==> config.mk <==
export PLATFORM = sky130hd
export DESIGN_NAME = encoder4_2_debounce
export DESIGN_NICKNAME = d
export VERILOG_FILES = /design/src/rtl/encoder4_2_debounce.sv
export SDC_FILE = /design/constraint.sdc
export NUM_CORES = 1
export LEC_CHECK = 0
export CORE_MARGIN = 10
export CORE_UTILIZATION = 40
export CTS_CLUSTER_SIZE = 30
export DETAILED_ROUTE_END_ITERATION = 8
export GPL_ROUTABILITY_DRIVEN = 0
export HOLD_SLACK_MARGIN = 0.08
export PLACE_DENSITY_LB_ADDON = 0.08
export SLEW_MARGIN = 20
export SYNTH_ARGS = -nofsm -noshare
export SYNTH_HDL_FRONTEND = slang
export SYNTH_SLANG_ARGS = --single-unit
==> constraint.sdc <==
create_clock -name sys_clk -period 3.9 [get_ports sys_clk]
set_input_delay 0.78 -clock sys_clk [delete_from_list [all_inputs] [get_ports sys_clk]]
set_output_delay 0.78 -clock sys_clk [all_outputs]
set_load 0.02 [all_outputs]
==> src/rtl/encoder4_2_debounce.sv <==
// Debounced, registered 4-to-2 priority encoder for asynchronous key/switch lines.
// A one-cycle strobe marks every accepted change of the request vector.
module encoder4_2_debounce #(
  parameter int DEBOUNCE_CYC = 1_000_000,
  parameter int CNT_W        = $clog2(DEBOUNCE_CYC + 1)
) (
  input  logic       sys_clk,
  input  logic       sys_rst_n,
  input  logic       enable,
  input  logic [3:0] req,
  output logic [1:0] code,
  output logic       code_valid,
  output logic       multi_err,
  output logic       code_stb
);

  typedef enum logic [1:0] {IDLE, SETTLE, HOLD} state_t;

  localparam logic [CNT_W-1:0] CNT_LAST = CNT_W'(DEBOUNCE_CYC - 1);

  state_t           state;
  logic [3:0]       req_p0;
  logic [3:0]       req_s;
  logic [3:0]       snapshot;
  logic [CNT_W-1:0] cnt;

  function automatic logic [1:0] prio_idx(input logic [3:0] v);
    if (v[3])      prio_idx = 2'b11;
    else if (v[2]) prio_idx = 2'b10;
    else if (v[1]) prio_idx = 2'b01;
    else           prio_idx = 2'b00;
  endfunction

  function automatic logic more_than_one(input logic [3:0] v);
    more_than_one = ($countones(v) > 1);
  endfunction

  // Stage p0 -> s: two-flop synchroniser, free-running regardless of enable
  always_ff @(posedge sys_clk or negedge sys_rst_n) begin
    if (!sys_rst_n) begin
      req_p0 <= '0;
      req_s  <= '0;
    end else begin
      req_p0 <= req;
      req_s  <= req_p0;
    end
  end

  // Debounce FSM: snapshot tracks req_s; a vector is accepted once it stays put long enough
  always_ff @(posedge sys_clk or negedge sys_rst_n) begin
    if (!sys_rst_n) begin
      state      <= IDLE;
      snapshot   <= '0;
      cnt        <= '0;
      code       <= 2'b00;
      code_valid <= 1'b0;
      multi_err  <= 1'b0;
      code_stb   <= 1'b0;
    end else begin
      code_stb <= 1'b0;
      if (!enable) begin
        state      <= IDLE;
        snapshot   <= '0;
        cnt        <= '0;
        code       <= 2'b00;
        code_valid <= 1'b0;
        multi_err  <= 1'b0;
      end else begin
        case (state)
          IDLE, HOLD: begin
            if (req_s != snapshot) begin
              snapshot <= req_s;
              cnt      <= '0;
              state    <= SETTLE;
            end
          end
          SETTLE: begin
            if (req_s != snapshot) begin
              snapshot <= req_s;
              cnt      <= '0;
            end else if (cnt == CNT_LAST) begin
              cnt       <= '0;
              code_stb  <= 1'b1;
              multi_err <= more_than_one(snapshot);
              if (snapshot != 4'b0000) begin
                code       <= prio_idx(snapshot);
                code_valid <= 1'b1;
                state      <= HOLD;
              end else begin
                code       <= 2'b00;
                code_valid <= 1'b0;
                state      <= IDLE;
              end
            end else begin
              cnt <= cnt + CNT_W'(1);
            end
          end
          default: state <= IDLE;
        endcase
      end
    end
  end

endmodule

==> metrics.txt, run 1 <==
area leader, netlist dfrtp_1; Clk pin slew, worst setup/hold paths 0.08 ns; CTS Buffer Depth 2; Top Ports 12; outcome complete, no violations; # diodes 0; Setup Buffers After CTS 0; largest net degree at the start of global routing 40; Die ar. 0.00799 mm^2; total routed wirelength 3790 um; gr usage total 0.105; first-pass iteration count of the detailed router 6; Worst Path Buf+Inv 1; number of synthesized flops with an enable pin 0; critical path required time 4.06 ns; final hold viol count 0; critical path data arrival time about 2.8 ns; HP Class reg -> reg; syn_nets 200; dpl ws 1.01 ns; CP endpoint kind flip-flop; startpoint types input port; setup ws final between 1 and 1.5 ns; Iter 0 DRT Violations slightly above 80; switching power share of the total 0.227; routed via count 1455; Psw 0.000181 W; DRT antenna net count 0; Comb pwr share 0.054; Sink Count 39; crit path launch enable; leading cell types by count after synthesis 39 x dfrtp_1, 21 x nand2_1, 14 x nor2_1; Avg Inst Size Synth 10.1 um^2; wire per inst around 15 um; Synth top area share 0.506; critical path depth 5; Cell Chain, Critical Path clkdlybuf4s50_1, nand2_1, o211ai_1, or3_2, a21oi_1; DRC 0; period utilization 0.667; CTS Hold Bufs 0; P_int around 0.0006 W; Setup TNS 0 ns; CTS buffer count 5; Ys Warns 0; # port buffers 11; worst-path fanout max 15; GRT Residual Overflow 0; total chip power between 0.0007 and 0.0008 W; worst r2r path cells 5; ranking of synthesized cells by area dfrtp_1 51%, nand2_1 4.1%, a21oi_1 3.4%, o21ai_0 3.4%, nor2_1 2.7%; starting density of the core 0.411; Final setup viols 0; area grow syn2layout 14.0%; Rel. slew slack 0.436; Crit Reg-Reg Endpoint cnt[8]; CP Capture Point cnt[15]; Unique masters post-synth 46; max_cap viols 0; post-layout util 0.468; vias in the first global route 1380; most frequent cell after synthesis dfrtp_1; synthesized cell area 0.00193 mm^2; Rows 25; H-tree levels 2; root buf cell clkbuf_8; Crit Path Category in -> reg; slew of the pin with the lowest slew margin 0.845 ns; number of vias per cell about 5.6; HPWL after DPL 2730 um; RSZ-0062 raised after global routing no; fin nets 215; FMAX 0.384 GHz; Worst-Skew Late Latency 0.30 ns; min cycle time layout 2.60 ns; Crit path largest cell delay 0.80 ns; first-pass GRT wire length around 6600 um; initial antenna violation count 0; Pwr Density 363 mW/mm^2; sequential share of power 0.525; family with the most delay on the worst path buffers and inverters; max-slew violation count 0; Core Box Area between 0.004 and 0.005 mm^2; r2r startpoint cnt[15]; Synth Register Bits 39; share of cells above drive strength 1 0.0874; Chip Width between 80 and 90 um; DIE HEIGHT 89.4 um; Layout fillers approximately 450; TritonCTS clock tree yes; slowest CP cell clkdlybuf4s50_1; Leakage 0.868 nW; PostCTS Resize Cnt 0; reg2reg setup slack about 1.5 ns; Clock Skews 0.00821 ns; Main synth FF type dfrtp_1; Peak VDD IR 0.176 mV; asr flop ratio synth 1.00; clock share of power 0.421; register area share after synthesis 0.506; Synth Instances 190
==> layer usage <==
layer  share of wire  vias to the layer above  track usage
met5               0                        -            0
li1                -                      727            -
met1            0.49                      702        0.136
met3           0.049                        6       0.0337
met2            0.44                       20        0.153
met4           0.018                        0       0.0506
==> flip-flops by register name, indices dropped and copies added, names as in the netlist <==
signal / flops
req_s: 4
code_valid: 1
code: 2
snapshot: 4
state: 2
req_p0: 4
multi_err: 1
code_stb: 1
cnt: 20
==> per-stage QoR <==
stage,area (um^2),std cells,hold WS (ns)
CTS,2200,260,0.353
detailed placement,2080,252,0.335
global route,2200,260,0.358
global placement,2080,252,0.333
finish,2200,260,0.352
floorplan,1930,190,0.331
==> worst min path at each step <==
stage	startpoint	to	cells after the start	slack, ns
6_report	req_p0[0]	req_s[0]	0	0.35
5_1_grt	req_p0[0]	req_s[0]	0	0.36
4_1_cts	req_p0[1]	req_s[1]	0	0.35
3_5_place_dp	req_p0[1]	req_s[1]	0	0.33
3_3_place_gp	req_p0[2]	req_s[2]	0	0.33
2_1_floorplan	req_p0[0]	req_s[0]	0	0.33
==> kinds of logic after synthesis <==
logic type,after synthesis,share of synthesized area
xor gates and xnor gates,9,0.0409
and+or+nand+nor,76,0.217
AOI/OAI and AO/OA,52,0.185
adders and majority gates,3,0.0234
muxes,1,0.00520
buffers and inverters,10,0.0221
DFF,39,0.506
==> layout by cell type, fill, tap and decap left out, types with 2 or more instances in the layout <==
cell	Yosys	routed
dfrtp_1	39	39
nand2_1	21	21
nor2_1	14	14
o21ai_0	13	13
a21oi_1	13	13
clkdlybuf4s50_1	0	10
or3_1	8	8
inv_1	7	7
nand4_1	6	6
xnor2_1	5	5
nand3_1	5	5
a21boi_0	5	5
clkbuf_8	0	5
xor2_1	4	4
and3_1	3	3
or4_1	3	3
o211ai_1	3	3
o2111ai_1	3	3
and4_1	2	2
nand2b_1	2	2
and2_1	2	2
o31ai_1	2	2
o22ai_1	2	2
nor3b_1	2	2
a21o_1	2	2
ha_1	2	2
==> power groups by stage <==
stage	Clock (W)	Combinational [W]	Sequential, W
after CTS	0.000344	0.0000446	0.000419
after global placement	0	0.0000435	0.000427
after global routing	0.000356	0.0000502	0.000421
final	0.000336	0.0000434	0.000419
after detailed placement	0	0.0000444	0.000427
after floorplan	0	0.0000272	0.000424
==> final cells by class <==
cell class	count	area, um^2	area share
Timing Repair Buffer	11	105	0.0479
Clock inverter	3	43.8	0.0199
Inverter	7	26.3	0.0120
Sequential cell	39	976	0.444
Multi-Input combinational cell	141	908	0.414
Clock buffer	5	68.8	0.0313
Tap cell	54	67.6	0.0308
==> worst reg2reg max path: cells and delay by family (launching register included) <==
family          cells  cell delay [ns]
flops               1             0.45
compound gates      3             0.87
simple gates        2             0.92
Note: power is estimated with default switching activity, not from simulation.
==> run 2: changes to the inputs <==
- clock period: 3.9 -> 2.25 ns (I/O delays scaled with it)
==> metrics.txt, run 2 (same netlist as run 1, synthesis figures left out) <==
reg2reg setup slack 0.11 ns; TritonCTS clock tree yes; slowest CP cell or4_4; Clock Skews just under 0.008 ns; Pwr Density 656 mW/mm^2; total routed wirelength between 4000 and 5000 um; share of cells above drive strength 1 0.117; Leakage 0.916 nW; worst r2r path cells 5; multi-input logic area 908 um^2; # port buffers 11; hold-critical path depth 0; HPWL after DPL 3030 um; max_cap viols 0; startpoint types flip-flop; first-pass GRT wire length 6840 um; largest net degree at the start of global routing 18; sequential cell area a little under 0.001 mm^2; Cell Chain, Critical Path or4_4, nor4_4, nand2_2, a2111o_1, o21ai_1; Peak VDD IR 0.310 mV; H-tree levels 2; starting density of the core 0.411; vias in the first global route about 1500; gr usage total 0.109; Setup TNS 0 ns; outcome complete, no violations; min cycle time layout 2.14 ns; commonest non-fill, non-tap cells in the layout 39 x dfrtp_1, 21 x nand2_1, 14 x nor2_1; CTS buffer count 5; critical path data arrival time approximately 2.4 ns; max-slew violation count 0; HP Start req_p0[2]; Top Ports 12; RSZ-0062 raised after global routing no; # diodes 0; Worst-Skew Late Latency 0.29 ns; Crit Reg-Reg Endpoint code[0]; PostCTS Resize Cnt 0; max reg flops 20; Crit path largest cell delay 0.58 ns; Comb pwr share 0.058; fin nets between 200 and 250; FMAX 0.467 GHz; Iter 0 DRT Violations 63; Top reg by flops cnt; Chip Width 89.4 um; area grow syn2layout 19.1%; first-pass iteration count of the detailed router 4; clock share of power 0.460; CTS Hold Bufs 1; Crit Path Category reg -> reg; total chip power approximately 0.0015 W; Sink Count 39; sequential share of power 0.482; Final setup viols 0; slew of the pin with the lowest slew margin about 0.54 ns; DRT antenna net count 0; routed via count ~1500; Rows 25; switching power share of the total 0.210; DRC 0; crit path launch cnt[15]; Setup Buffers After CTS 0; Psw 0.000316 W; number of vias per cell between 5 and 6; Rel. slew slack 0.635; critical path required time 2.47 ns; Die ar. roughly 0.008 mm^2; CP endpoint kind flip-flop; GRT Residual Overflow 0; initial antenna violation count 0; CTS Buffer Depth 2; root buf cell clkbuf_8; final hold viol count 0; Clk pin slew, worst setup/hold paths 0.08 ns; Core Box Area 0.00469 mm^2; DIE HEIGHT 89.4 um; wire per inst 15.0 um; HP Class reg -> reg; most common cell after layout, fill and taps aside dfrtp_1; CP Capture Point code[0]; P_int 0.00119 W; worst-path fanout max 6; period utilization 0.952; Layout fillers 448; r2r startpoint cnt[15]
[run 2: cell types whose count changed in the layout (fill, tap and decap cells not counted)]
| cell | previous run | this run |
|---|---|---|
| bufinv_16 | 1 | 2 |
| clkinv_2 | 1 | 0 |
| buf_12 | 0 | 1 |
| buf_4 | 0 | 6 |
| dlygate4sd3_1 | 0 | 1 |
| clkinvlp_4 | 0 | 1 |
| clkinv_4 | 1 | 0 |
[run 2: cell type report]
class / count / share of cell area
Tap cell: 54 / 0.0294
Sequential cell: 39 / 0.425
Multi-Input combinational cell: 141 / 0.396
Inverter: 7 / 0.0115
Timing Repair Buffer: 19 / 0.0785
Clock inverter: 3 / 0.0294
Clock buffer: 5 / 0.0300
[run 2: critical path, delay by kind of cell, from the launching register on]
kind | cells | cell delay [ns]
AO/OA/AOI/OAI | 2 | 0.59
AND/OR/NAND/NOR | 3 | 1.05
flip-flops | 1 | 0.44
[run 2: worst min-delay path by stage]
| stage | end | slack [ns] |
|---|---|---|
| 2_1_floorplan | cnt[0] | 0.15 |
| 3_3_place_gp | req_s[3] | 0.33 |
| 3_5_place_dp | req_s[2] | 0.33 |
| 4_1_cts | req_s[2] | 0.35 |
| 5_1_grt | req_s[1] | 0.36 |
| 6_report | req_s[2] | 0.35 |
[run 2: per-stage QoR]
stage | hold slack, ns | instance area [um^2] | setup slack, ns | utilization | std cells
floorplan | 0.154 | 1930 | 0.293 | - | 190
global placement | 0.331 | 2150 | 0.142 | 0.458 | 259
detailed placement | 0.335 | 2150 | 0.110 | 0.458 | 259
CTS | 0.353 | 2290 | 0.0973 | 0.489 | 268
global route | 0.356 | 2290 | 0.00124 | 0.489 | 268
finish | 0.350 | 2290 | 0.108 | 0.489 | 268
[run 2: power groups by stage]
stage | Clock (W) | Combinational (W) | Sequential (W)
2_1_floorplan | 0 | 0.0000472 | 0.000735
3_3_place_gp | 0 | 0.0000863 | 0.000740
3_5_place_dp | 0 | 0.0000880 | 0.000741
4_1_cts | 0.000709 | 0.0000894 | 0.000726
5_1_grt | 0.000737 | 0.0000985 | 0.000729
6_report | 0.000692 | 0.0000875 | 0.000727
[run 2: metal layers]
metal  GRT usage  up-vias  routed length, um
li1            -      739                  -
met1       0.143      745               1990
met2       0.162       23               1790
met3      0.0301        7                173
met4      0.0491        0                 72
met5           0        -                  0
